==> src/rtl/store_narrow.sv <==
// -----------------------------------------------------------------------------
// store_narrow
//   Store buffer that narrows byte/halfword/word stores into word-aligned,
//   lane-replicated write data with byte enables, and queues them in a
//   DEPTH-entry FIFO towards the memory side.
//
// Configuration macro:
//   STORE_MISALIGN_TRAP_EN  when defined, misaligned stores are accepted but
//                           not enqueued; a one-cycle misalign pulse follows
//                           and misalign_addr captures the offending address.
//                           When undefined, misaligned addresses are rounded
//                           down to the access size and enqueued normally.
//
// Ports:
//   clk, rst_n          clock, asynchronous active-low reset
//   in_valid/in_ready   request handshake (in_ready = !full)
//   in_addr/in_data     byte address and register data of the store
//   in_size             00 byte, 01 halfword, 10 word, 11 reserved
//   flush               synchronous discard of every buffered entry
//   out_valid/out_ready head-entry handshake towards memory
//   out_addr            word-aligned address of the head entry
//   out_wdata/out_be    lane-aligned write data and byte enables
//   misalign            one-cycle pulse after a trapped store
//   misalign_addr       in_addr of the last trapped store
// -----------------------------------------------------------------------------
module store_narrow #(
    parameter int DEPTH = 2
) (
    input  logic        clk,
    input  logic        rst_n,
    input  logic        in_valid,
    output logic        in_ready,
    input  logic [31:0] in_addr,
    input  logic [31:0] in_data,
    input  logic [1:0]  in_size,
    input  logic        flush,
    output logic        out_valid,
    input  logic        out_ready,
    output logic [31:0] out_addr,
    output logic [31:0] out_wdata,
    output logic [3:0]  out_be,
    output logic        misalign,
    output logic [31:0] misalign_addr
);

    localparam int PW = (DEPTH > 1) ? $clog2(DEPTH) : 1;
    localparam int CW = $clog2(DEPTH) + 1;

    typedef struct packed {
        logic [31:0] wdata;
        logic [3:0]  be;
    } lane_fmt_t;

    // Replicate the store data across lanes and derive byte enables.
    // Reserved size falls through to word.
    function automatic lane_fmt_t format_store(input logic [1:0]  size,
                                               input logic [1:0]  lane,
                                               input logic [31:0] data);
        lane_fmt_t f;
        case (size)
            2'b00: begin
                f.wdata = {4{data[7:0]}};
                f.be    = 4'b0001 << lane;
            end
            2'b01: begin
                f.wdata = {2{data[15:0]}};
                f.be    = lane[1] ? 4'b1100 : 4'b0011;
            end
            default: begin
                f.wdata = data;
                f.be    = 4'b1111;
            end
        endcase
        return f;
    endfunction

    logic [29:0]   mem_addr_q  [DEPTH];
    logic [31:0]   mem_wdata_q [DEPTH];
    logic [3:0]    mem_be_q    [DEPTH];
    logic [PW-1:0] wr_ptr_q, wr_ptr_d;
    logic [PW-1:0] rd_ptr_q, rd_ptr_d;
    logic [CW-1:0] count_q, count_d;
    logic          push_s;
    logic          pop_s;
    logic          enq_s;
    logic [1:0]    lane_s;
    logic [29:0]   word_addr_s;
    lane_fmt_t     fmt_s;

    assign in_ready  = (count_q != CW'(DEPTH));
    assign out_valid = (count_q != CW'(0));
    assign push_s    = in_valid && in_ready;
    assign pop_s     = out_valid && out_ready;

    assign out_addr  = {mem_addr_q[rd_ptr_q], 2'b00};
    assign out_wdata = mem_wdata_q[rd_ptr_q];
    assign out_be    = mem_be_q[rd_ptr_q];

    // Byte lane used for formatting: rounded down to the access size, which is
    // a no-op for aligned stores and the required rounding when not trapping.
    always_comb begin
        lane_s = 2'b00;
        case (in_size)
            2'b00:   lane_s = in_addr[1:0];
            2'b01:   lane_s = {in_addr[1], 1'b0};
            default: lane_s = 2'b00;
        endcase
        word_addr_s = in_addr[31:2];
        fmt_s       = format_store(in_size, lane_s, in_data);
    end

`ifdef STORE_MISALIGN_TRAP_EN
    function automatic logic is_misaligned(input logic [1:0] size,
                                           input logic [1:0] lane);
        logic m;
        case (size)
            2'b00:   m = 1'b0;
            2'b01:   m = lane[0];
            2'b10:   m = (lane != 2'b00);
            default: m = 1'b1;
        endcase
        return m;
    endfunction

    logic        trap_s;
    logic        misalign_q, misalign_d;
    logic [31:0] misalign_addr_q, misalign_addr_d;

    assign trap_s        = push_s && is_misaligned(in_size, in_addr[1:0]);
    assign enq_s         = push_s && !trap_s;
    assign misalign      = misalign_q;
    assign misalign_addr = misalign_addr_q;

    // Next-state of the trap report; a flush drops the trapped request too.
    always_comb begin
        misalign_d      = 1'b0;
        misalign_addr_d = misalign_addr_q;
        if (trap_s && !flush) begin
            misalign_d      = 1'b1;
            misalign_addr_d = in_addr;
        end else begin
            misalign_d      = 1'b0;
        end
    end

    // Trap report registers.
    always_ff @(posedge clk or negedge rst_n) begin
        if (!rst_n) begin
            misalign_q      <= 1'b0;
            misalign_addr_q <= 32'h0000_0000;
        end else begin
            misalign_q      <= misalign_d;
            misalign_addr_q <= misalign_addr_d;
        end
    end
`else
    assign enq_s         = push_s;
    assign misalign      = 1'b0;
    assign misalign_addr = 32'h0000_0000;
`endif

    // Pointer and occupancy next-state; flush wins over push and pop.
    always_comb begin
        wr_ptr_d = wr_ptr_q;
        rd_ptr_d = rd_ptr_q;
        count_d  = count_q;
        if (flush) begin
            wr_ptr_d = PW'(0);
            rd_ptr_d = PW'(0);
            count_d  = CW'(0);
        end else begin
            if (enq_s) begin
                wr_ptr_d = wr_ptr_q + PW'(1);
            end else begin
                wr_ptr_d = wr_ptr_q;
            end
            if (pop_s) begin
                rd_ptr_d = rd_ptr_q + PW'(1);
            end else begin
                rd_ptr_d = rd_ptr_q;
            end
            case ({enq_s, pop_s})
                2'b10:   count_d = count_q + CW'(1);
                2'b01:   count_d = count_q - CW'(1);
                default: count_d = count_q;
            endcase
        end
    end

    // Pointer and occupancy registers.
    always_ff @(posedge clk or negedge rst_n) begin
        if (!rst_n) begin
            wr_ptr_q <= PW'(0);
            rd_ptr_q <= PW'(0);
            count_q  <= CW'(0);
        end else begin
            wr_ptr_q <= wr_ptr_d;
            rd_ptr_q <= rd_ptr_d;
            count_q  <= count_d;
        end
    end

    // Entry storage; cleared on reset so the head outputs read as zero.
    always_ff @(posedge clk or negedge rst_n) begin
        if (!rst_n) begin
            for (int i = 0; i < DEPTH; i++) begin
                mem_addr_q[i]  <= 30'h0;
                mem_wdata_q[i] <= 32'h0000_0000;
                mem_be_q[i]    <= 4'b0000;
            end
        end else if (enq_s && !flush) begin
            mem_addr_q[wr_ptr_q]  <= word_addr_s;
            mem_wdata_q[wr_ptr_q] <= fmt_s.wdata;
            mem_be_q[wr_ptr_q]    <= fmt_s.be;
        end
    end

endmodule

==> config.mk <==
export PLATFORM = sky130hd
export DESIGN_NAME = store_narrow
export DESIGN_NICKNAME = d
export VERILOG_FILES = /design/src/rtl/store_narrow.sv
export SDC_FILE = /design/constraint.sdc
export NUM_CORES = 1
export LEC_CHECK = 0
export BUFFER_PORTS_ARGS = -buffer_cell sky130_fd_sc_hd__buf_4
export CORE_MARGIN = 2
export CORE_UTILIZATION = 40
export CTS_CLUSTER_SIZE = 10
export DETAILED_ROUTE_END_ITERATION = 12
export GPL_TIMING_DRIVEN = 1
export PLACE_DENSITY = 0.62
export SLEW_MARGIN = 20
export SYNTH_ARGS = -nofsm -noshare
export SYNTH_HDL_FRONTEND = slang
export SYNTH_SLANG_ARGS = --single-unit
==> constraint.sdc <==
create_clock -name clk -period 3 [get_ports clk]
set_input_delay 0.15 -clock clk [delete_from_list [all_inputs] [get_ports clk]]
set_output_delay 0.15 -clock clk [all_outputs]
set_load 0.1 [all_outputs]
==> summary.log, run 1 <==
qor: run_status.status completed
qor: floorplan.fp.dieW 132.7 um
qor: finish.final_nets 726
qor: detailed_routing.met3_length 851 um
qor: logic_synthesis.syn_area_per_cell 13.52 um^2
qor: worst_setup_path.reg2reg_to mem_wdata_q[7]$_DFFE_PN0P_
qor: min_path.timing.hold.worst.class input pin to flip-flop
qor: flow_run.maxCapViolations 0
qor: logic_synthesis.async_flop_share 1.000
qor: worst_setup_path.path_class flip-flop to primary output
qor: worst_setup_path.cp_num_cells 3
qor: worst_setup_path.cp_max_fo 53
qor: cts.clock_insertion_delay_worst_skew 420 ps
qor: sta.finClkSkew 7.571 ps
qor: power_and_ir_drop.max_rail_drop_vdd 0.0005464 V
qor: finish.fin_cells 888
qor: detailed_routing.number_of_remaining_drc_errors 0
qor: cts.post-cts-setup-buffer-count 0
qor: floorplan.die-area 17600 um^2
qor: sta.setup_repair_after_global_routing_missed_its_margin no
qor: sta.relSlewSlack 0.3529
qor: worst_setup_path.crit_required 2850 ps
qor: logic_synthesis.synth_sequential_area_ratio 0.5139
qor: finish.fin_area 8690 um^2
qor: worst_setup_path.reg2regPathDepth 4
qor: cts.cts_buffers 17
qor: finish.final_layout_size_suffix_gt1_frac 0.5584
qor: global_route.grt_util_all_layers 0.1791
qor: worst_setup_path.critical_path_capture_point_type primary output
qor: sta.finalCriticalPeriod 2213 ps
qor: floorplan.rows 47
qor: sta.timing.final.hold_violations 0
qor: cts.cts_sinks 136
qor: sta.final-setup-viol-count 0
qor: floorplan.initial_core_util 0.4036
qor: floorplan.core 16410 um^2
qor: worst_setup_path.worstPathBufferInverterCount 2
qor: sta.timing.setup.tns 0 ps
qor: power_and_ir_drop.leak_pwr 3.855 nW
qor: global_route.initial_antenna_violation_count 0
qor: worst_setup_path.critical-path-max-stage-delay 610 ps
qor: global_route.grt_start_max_net_pins 121
qor: worst_setup_path.worst_path_arrival 2060 ps
qor: worst_setup_path.crit_chain buf_12 -> mux2_2 -> buf_4
qor: worst_setup_path.critical-path-slowest-cell sky130_fd_sc_hd__dfrtp_2
qor: detailed_routing.wl_per_cell 17.23 um
qor: detailed_routing.detail_route.first_pass.iterations 4
qor: detailed_routing.detailed_route_wirelength_on_metal2 7765 um
qor: logic_synthesis.synth-warning-count 0
qor: sta.slew_viol_final 0
qor: detailed_routing.antenna_left 0
qor: global_route.grt.overflow.total 0
qor: worst_setup_path.r2r_setup_slack 850 ps
qor: cts.maximum_number_of_buffers_from_clock_root_to_sink 2
qor: global_route.grt_pass1_vias 4771
qor: logic_synthesis.ys_types 29
qor: floorplan.design.portCount 174
qor: detailed_routing.topRoutingLayerUsed met4
qor: worst_setup_path.cp_top_family flip-flops
qor: sta.maxClockFrequency 451.9 MHz
qor: detailed_routing.drt_wl_total 15300 um
qor: finish.final.fill_count 1482
qor: detailed_routing.detail_route.iter0.violations 141
qor: global_route.grt_pass1_wl 24780 um
qor: logic_synthesis.synth_edf_count 0
qor: worst_setup_path.start_kind flip-flop
qor: worst_setup_path.critical_path.endpoint out_wdata[1]
qor: place.hpwl_dp 10050 um
qor: cts.cts_tree done
qor: place.placement.cell_area 7751 um^2
qor: logic_synthesis.synth.ff_latch_count 136
qor: place.buffer_ports.inserted 138
qor: power_and_ir_drop.power-per-cell-area 925.7 nW/um^2
qor: place.placed_cells_incl_taps 824
qor: logic_synthesis.synth_top_flop_cell sky130_fd_sc_hd__dfrtp_1
qor: logic_synthesis.netlist_area 6623 um^2
qor: worst_setup_path.worst_setup_path_startpoint rd_ptr_q$_DFFE_PN0P_
qor: sta.max_slew.worst_pin.slew 970.7 ps
qor: logic_synthesis.netlist_instances 490
qor: cts.h-tree-depth 4
qor: cts.clockRootBuffer sky130_fd_sc_hd__clkbuf_16
qor: detailed_routing.routed-via-count 4442
qor: floorplan.die_height 132.7 um
qor: detailed_routing.post_route_met1_wirelength 6325 um
qor: cts.clk_transition_reported_paths 60 ps
qor: detailed_routing.vias_per_cell 5.002
qor: sta.final.period_utilization 0.7376
qor: finish.area_growth_syn_to_layout 31.21%
qor: worst_setup_path.regToRegStartpoint count_q[1]$_DFFE_PN0P_
qor: place.finalWeightedCongestion 0.8014
qor: finish.diodes 0
how the worst min path moves through the flow:
stage | end | depth (start not counted) | startpoint | slack, ps
after floorplan | count_q[0]$_DFFE_PN0P_ | 0 | rst_n | -150
after global placement | count_q[0]$_DFFE_PN0P_ | 2 | flush | 350
after detailed placement | wr_ptr_q$_DFFE_PN0P_ | 2 | flush | 360
after CTS | mem_wdata_q[6]$_DFFE_PN0P_ | 2 | in_data[6] | 6
after global routing | mem_wdata_q[39]$_DFFE_PN0P_ | 2 | in_data[7] | 4
final | mem_wdata_q[39]$_DFFE_PN0P_ | 2 | in_data[7] | 10
through the flow:
step / setup slack (ps) / hold WS (ps) / util / power, mW
detailed placement: 813.2 / 360.1 / 0.4724 / 5.914
floorplan: 1099 / -145.6 / - / 5.329
global placement: 934.3 / 353.0 / 0.4724 / 5.837
CTS: 747.3 / 6.495 / 0.5295 / 8.118
finish: 787.1 / 12.22 / 0.5296 / 8.044
global route: 709.9 / 4.157 / 0.5296 / 8.360
layout by cell type, fill, tap and decap left out, drive strengths merged:
cell           n
a211oi         1
a21o           1
a21oi         18
a32o          14
buf          142
bufinv         3
clkbuf        21
clkinv         5
clkinvlp       4
conb          35
dfrtp        136
dlygate4sd3   32
inv           12
mux2         198
mux2i          8
nand2          7
nand2b         1
nand3          3
nand3b         1
nor2           5
nor2b          4
nor3           2
nor3b          1
o211ai         1
o21ai          6
o31ai          4
or2            2
xor2           1
cells in the mapped netlist, types with 4 or more instances:
master,number,area share
sky130_fd_sc_hd__a21oi_1,18,0.014
sky130_fd_sc_hd__a32o_1,14,0.021
sky130_fd_sc_hd__buf_1,4,0.0023
sky130_fd_sc_hd__buf_2,18,0.014
sky130_fd_sc_hd__buf_4,35,0.040
sky130_fd_sc_hd__clkbuf_1,6,0.0034
sky130_fd_sc_hd__dfrtp_1,136,0.51
sky130_fd_sc_hd__inv_1,11,0.0062
sky130_fd_sc_hd__mux2_1,8,0.014
sky130_fd_sc_hd__mux2_2,190,0.32
sky130_fd_sc_hd__mux2i_1,8,0.012
sky130_fd_sc_hd__nand2_1,7,0.0040
sky130_fd_sc_hd__nor2_1,5,0.0028
sky130_fd_sc_hd__nor2b_1,4,0.0038
sky130_fd_sc_hd__o21ai_0,6,0.0045
sky130_fd_sc_hd__o31ai_1,4,0.0045
layout make-up:
class                   count  area, um^2  share of cell area
well taps                 220       275.3             0.03168
flip-flops and latches    136        3405              0.3918
inverters                  12       45.04            0.005184
multi-input cells         313        2924              0.3365
repair buffers            175        1425              0.1640
clock buffers              20       466.7             0.05371
clock inverters            12       148.9             0.01713
cell families (layout without fill, tap and decap cells):
kind of cell           count (synthesis)  in the layout  share of synthesized area
other                                  1             35                  0.0005662
multiplexers                         206            206                     0.3488
AO/OA/AOI/OAI                         45             45                    0.04723
buffers and inverters                 75            219                    0.06575
XOR/XNOR                               1              1                   0.001323
flip-flops                           136            136                     0.5139
AND/OR/NAND/NOR                       26             26                    0.02248
flip-flops by register name, summed over array words and instances, names as in the netlist:
signal       flops
wr_ptr_q         1
count_q          2
mem_be_q         8
mem_wdata_q     64
rd_ptr_q         1
mem_addr_q      60
per-layer routing:
layer,global-route usage,vias to the layer above
met4,0.06631,0
met5,0,-
li1,-,2014
met2,0.3077,136
met3,0.05172,25
met1,0.2136,2267
where the power goes:
| group | switching, mW | leakage, nW | internal, mW |
|---|---|---|---|
| sequential | 0.224 | 1.62 | 2.29 |
| clock | 0.781 | 0.294 | 1.37 |
| combinational | 2.42 | 1.94 | 0.958 |
| total | 3.43 | 3.85 | 4.62 |
what timing repair did:
action | CTS | global route
hold endpoints to repair | 182 | 0
hold buffers | 32 | 0
gates resized for setup | 0 | 0
Power figures use the tool's default switching activity.
==> run 2: changes to the inputs <==
Settings changed: PLACE_DENSITY 0.62 to 0.65.
Clock period 3 ns to 1.8 ns, I/O delays scaled along.
==> run 2 against run 1 <==
Utilization increased by 3.5 points. Sequential cell count unchanged. Sequential share of layout area decreased by 2.4 points. Critical path type unchanged. Critical endpoint is now out_wdata[12]. Highest routed layer unchanged.
==> summary.log, run 2 (synthesized netlist as in run 1, its figures left out) <==
qor: detailed_routing.drt_wl_total 15820 um [+3.5%]
qor: finish.layout.cells.most_common_list sky130_fd_sc_hd__mux2_2 (189), sky130_fd_sc_hd__dfrtp_1 (134), sky130_fd_sc_hd__buf_4 (82)
qor: cts.cts_tree done
qor: global_route.grt.overflow.total 0 [unchanged]
qor: worst_setup_path.critical-path-max-stage-delay 410 ps [-200 ps]
qor: detailed_routing.detail_route.first_pass.iterations 4 [unchanged]
qor: detailed_routing.vias_per_cell 4.957 [-0.90%]
qor: cts.clock_insertion_delay_worst_skew 410 ps [about the same]
qor: finish.diodes 0 [unchanged]
qor: min_path.timing.hold.worst.class input pin to flip-flop
qor: finish.final_layout_size_suffix_gt1_frac 0.5613 [+0.002944]
qor: worst_setup_path.worst_path_arrival 1670 ps [-390 ps]
qor: place.buffer_ports.inserted 138 [unchanged]
qor: detailed_routing.routed-via-count 4526 [+1.9%]
qor: power_and_ir_drop.max_rail_drop_vdd 0.0008203 V [+50%]
qor: cts.maximum_number_of_buffers_from_clock_root_to_sink 2 [unchanged]
qor: finish.layout_commonest_cell sky130_fd_sc_hd__mux2_2
qor: sta.finalCriticalPeriod 1764 ps
qor: global_route.grt_pass1_wl 25170 um [+1.6%]
qor: global_route.grt_util_all_layers 0.1821 [+0.003003]
qor: sta.fin_worst_hold_slack 35.21 ps [+22.99 ps]
qor: cts.clk_transition_reported_paths 60 ps [about the same]
qor: finish.max_flop_register mem_wdata_q
qor: global_route.initial_antenna_violation_count 0 [unchanged]
qor: finish.final_nets 751 [+3.4%]
qor: floorplan.design.portCount 174 [unchanged]
qor: sta.final-setup-viol-count 0 [unchanged]
qor: floorplan.die-area 17600 um^2 [unchanged]
qor: finish.area_growth_syn_to_layout 39.98%
qor: detailed_routing.wl_per_cell 17.33 um [+0.62%]
qor: sta.relSlewSlack 0.6152 [+0.2624]
qor: floorplan.die_height 132.7 um [unchanged]
qor: global_route.grt_start_max_net_pins 55 [-55%]
qor: run_status.status completed
qor: floorplan.fp.dieW 132.7 um [unchanged]
qor: finish.largest_register_ffs 64 [unchanged]
qor: floorplan.initial_core_util 0.4036 [unchanged]
qor: finish.reg_top3 mem_wdata_q (64), mem_addr_q (60), mem_be_q (8)
qor: worst_setup_path.crit_chain buf_12 -> mux2_2 -> buf_6
qor: sta.max_slew.worst_pin.slew 576.5 ps [-394.2 ps]
qor: worst_setup_path.cp_max_fo 36 [-32%]
qor: cts.cts_buffers 17 [unchanged]
qor: worst_setup_path.critical-path-slowest-cell sky130_fd_sc_hd__mux2_2
qor: detailed_routing.detail_route.iter0.violations 132 [-6.4%]
qor: sta.final.period_utilization 0.9802
qor: sta.slew_viol_final 0 [unchanged]
qor: global_route.grt_pass1_vias 4911 [+2.9%]
qor: cts.cts_sinks 136 [unchanged]
qor: cts.h-tree-depth 4 [unchanged]
qor: sta.finClkSkew 5.971 ps [-1.601 ps]
qor: place.finalWeightedCongestion 0.8230 [+2.7%]
qor: worst_setup_path.path_class flip-flop to primary output
qor: detailed_routing.antenna_left 0 [unchanged]
qor: worst_setup_path.critical_path_capture_point_type primary output
qor: finish.layout.core_utilization 0.5650 [+0.03539]
qor: flow_run.maxCapViolations 0 [unchanged]
qor: place.hpwl_dp 10520 um [+4.7%]
qor: power_and_ir_drop.power-per-cell-area 1505 nW/um^2 [+63%]
qor: cts.clockRootBuffer sky130_fd_sc_hd__clkbuf_16
qor: sta.setup_repair_after_global_routing_missed_its_margin yes
qor: sta.maxClockFrequency 566.8 MHz
qor: sta.timing.final.hold_violations 0 [unchanged]
qor: power_and_ir_drop.leak_pwr 4.097 nW [+6.3%]
qor: detailed_routing.number_of_remaining_drc_errors 0 [unchanged]
qor: worst_setup_path.crit_required 1710 ps [-1140 ps]
qor: floorplan.rows 47 [unchanged]
qor: worst_setup_path.start_kind flip-flop
qor: floorplan.core 16410 um^2 [unchanged]
-- run 2: timing repair --
item | in CTS | in global routing
hold buffers | 42 | 0
gates cloned | 0 | 2
setup endpoints to repair | 162 | 115
gates resized for setup | 32 | 41
hold endpoints to repair | 131 | 0
setup buffers | 0 | 2
-- run 2: area by class of cell --
type,count,area [um^2]
inverter,12,47.55
sequential,136,3406
clock inverter,11,168.9
fill,1385,7137
tap,220,275.3
timing repair buffer,200,1974
clock buffer,21,460.4
multi-input combinational,313,2938
-- run 2: worst paths after layout --
| check | cells after the start | endpoint | from | slack [ps] |
|---|---|---|---|---|
| worst min-delay path | 3 | mem_wdata_q[31]$_DFFE_PN0P_ | in_data[31] | 40 |
| max in group asynchronous | 3 | mem_wdata_q[0]$_DFFE_PN0P_ | rst_n | 960 |
| worst max-delay path | 3 | out_wdata[12] | rd_ptr_q$_DFFE_PN0P_ | 40 |
| worst min register to register | 1 | mem_wdata_q[17]$_DFFE_PN0P_ | mem_wdata_q[17]$_DFFE_PN0P_ | 480 |
| min in group asynchronous | 2 | mem_addr_q[15]$_DFFE_PN0P_ | rst_n | 220 |
| worst max register to register | 4 | mem_wdata_q[44]$_DFFE_PN0P_ | count_q[1]$_DFFE_PN0P_ | 150 |
-- run 2: layer usage --
metal	global-route usage	up-vias	part of all wire
met5	0	-	0
met4	0.07049	0	0.023
met3	0.04713	29	0.046
met2	0.3089	154	0.50
met1	0.2229	2276	0.43
li1	-	2067	-
-- run 2: power breakdown --
group	internal, mW	switching, mW
Sequential	3.82	0.365
Clock	2.39	1.28
Combinational	1.93	4.16
Total	8.14	5.80
-- run 2: per-stage QoR --
stage	area [um^2]	cells	TNS, ps	worst slack [ps]	power (mW)
final	9270	913	0	35.56	13.95
after CTS	9067	909	-5.550	-5.550	13.85
after global placement	7899	835	-3759	-131.4	9.767
after global routing	9270	913	-139.3	-19.67	14.50
after detailed placement	7899	835	-8552	-184.8	9.892
after floorplan	6753	524	0	72.75	8.882
-- run 2: worst max-delay path, delay by kind of cell (launching register included) --
kind | cells | cell delay (ps)
buffers and inverters | 2 | 430
muxes | 1 | 410
DFF | 1 | 400
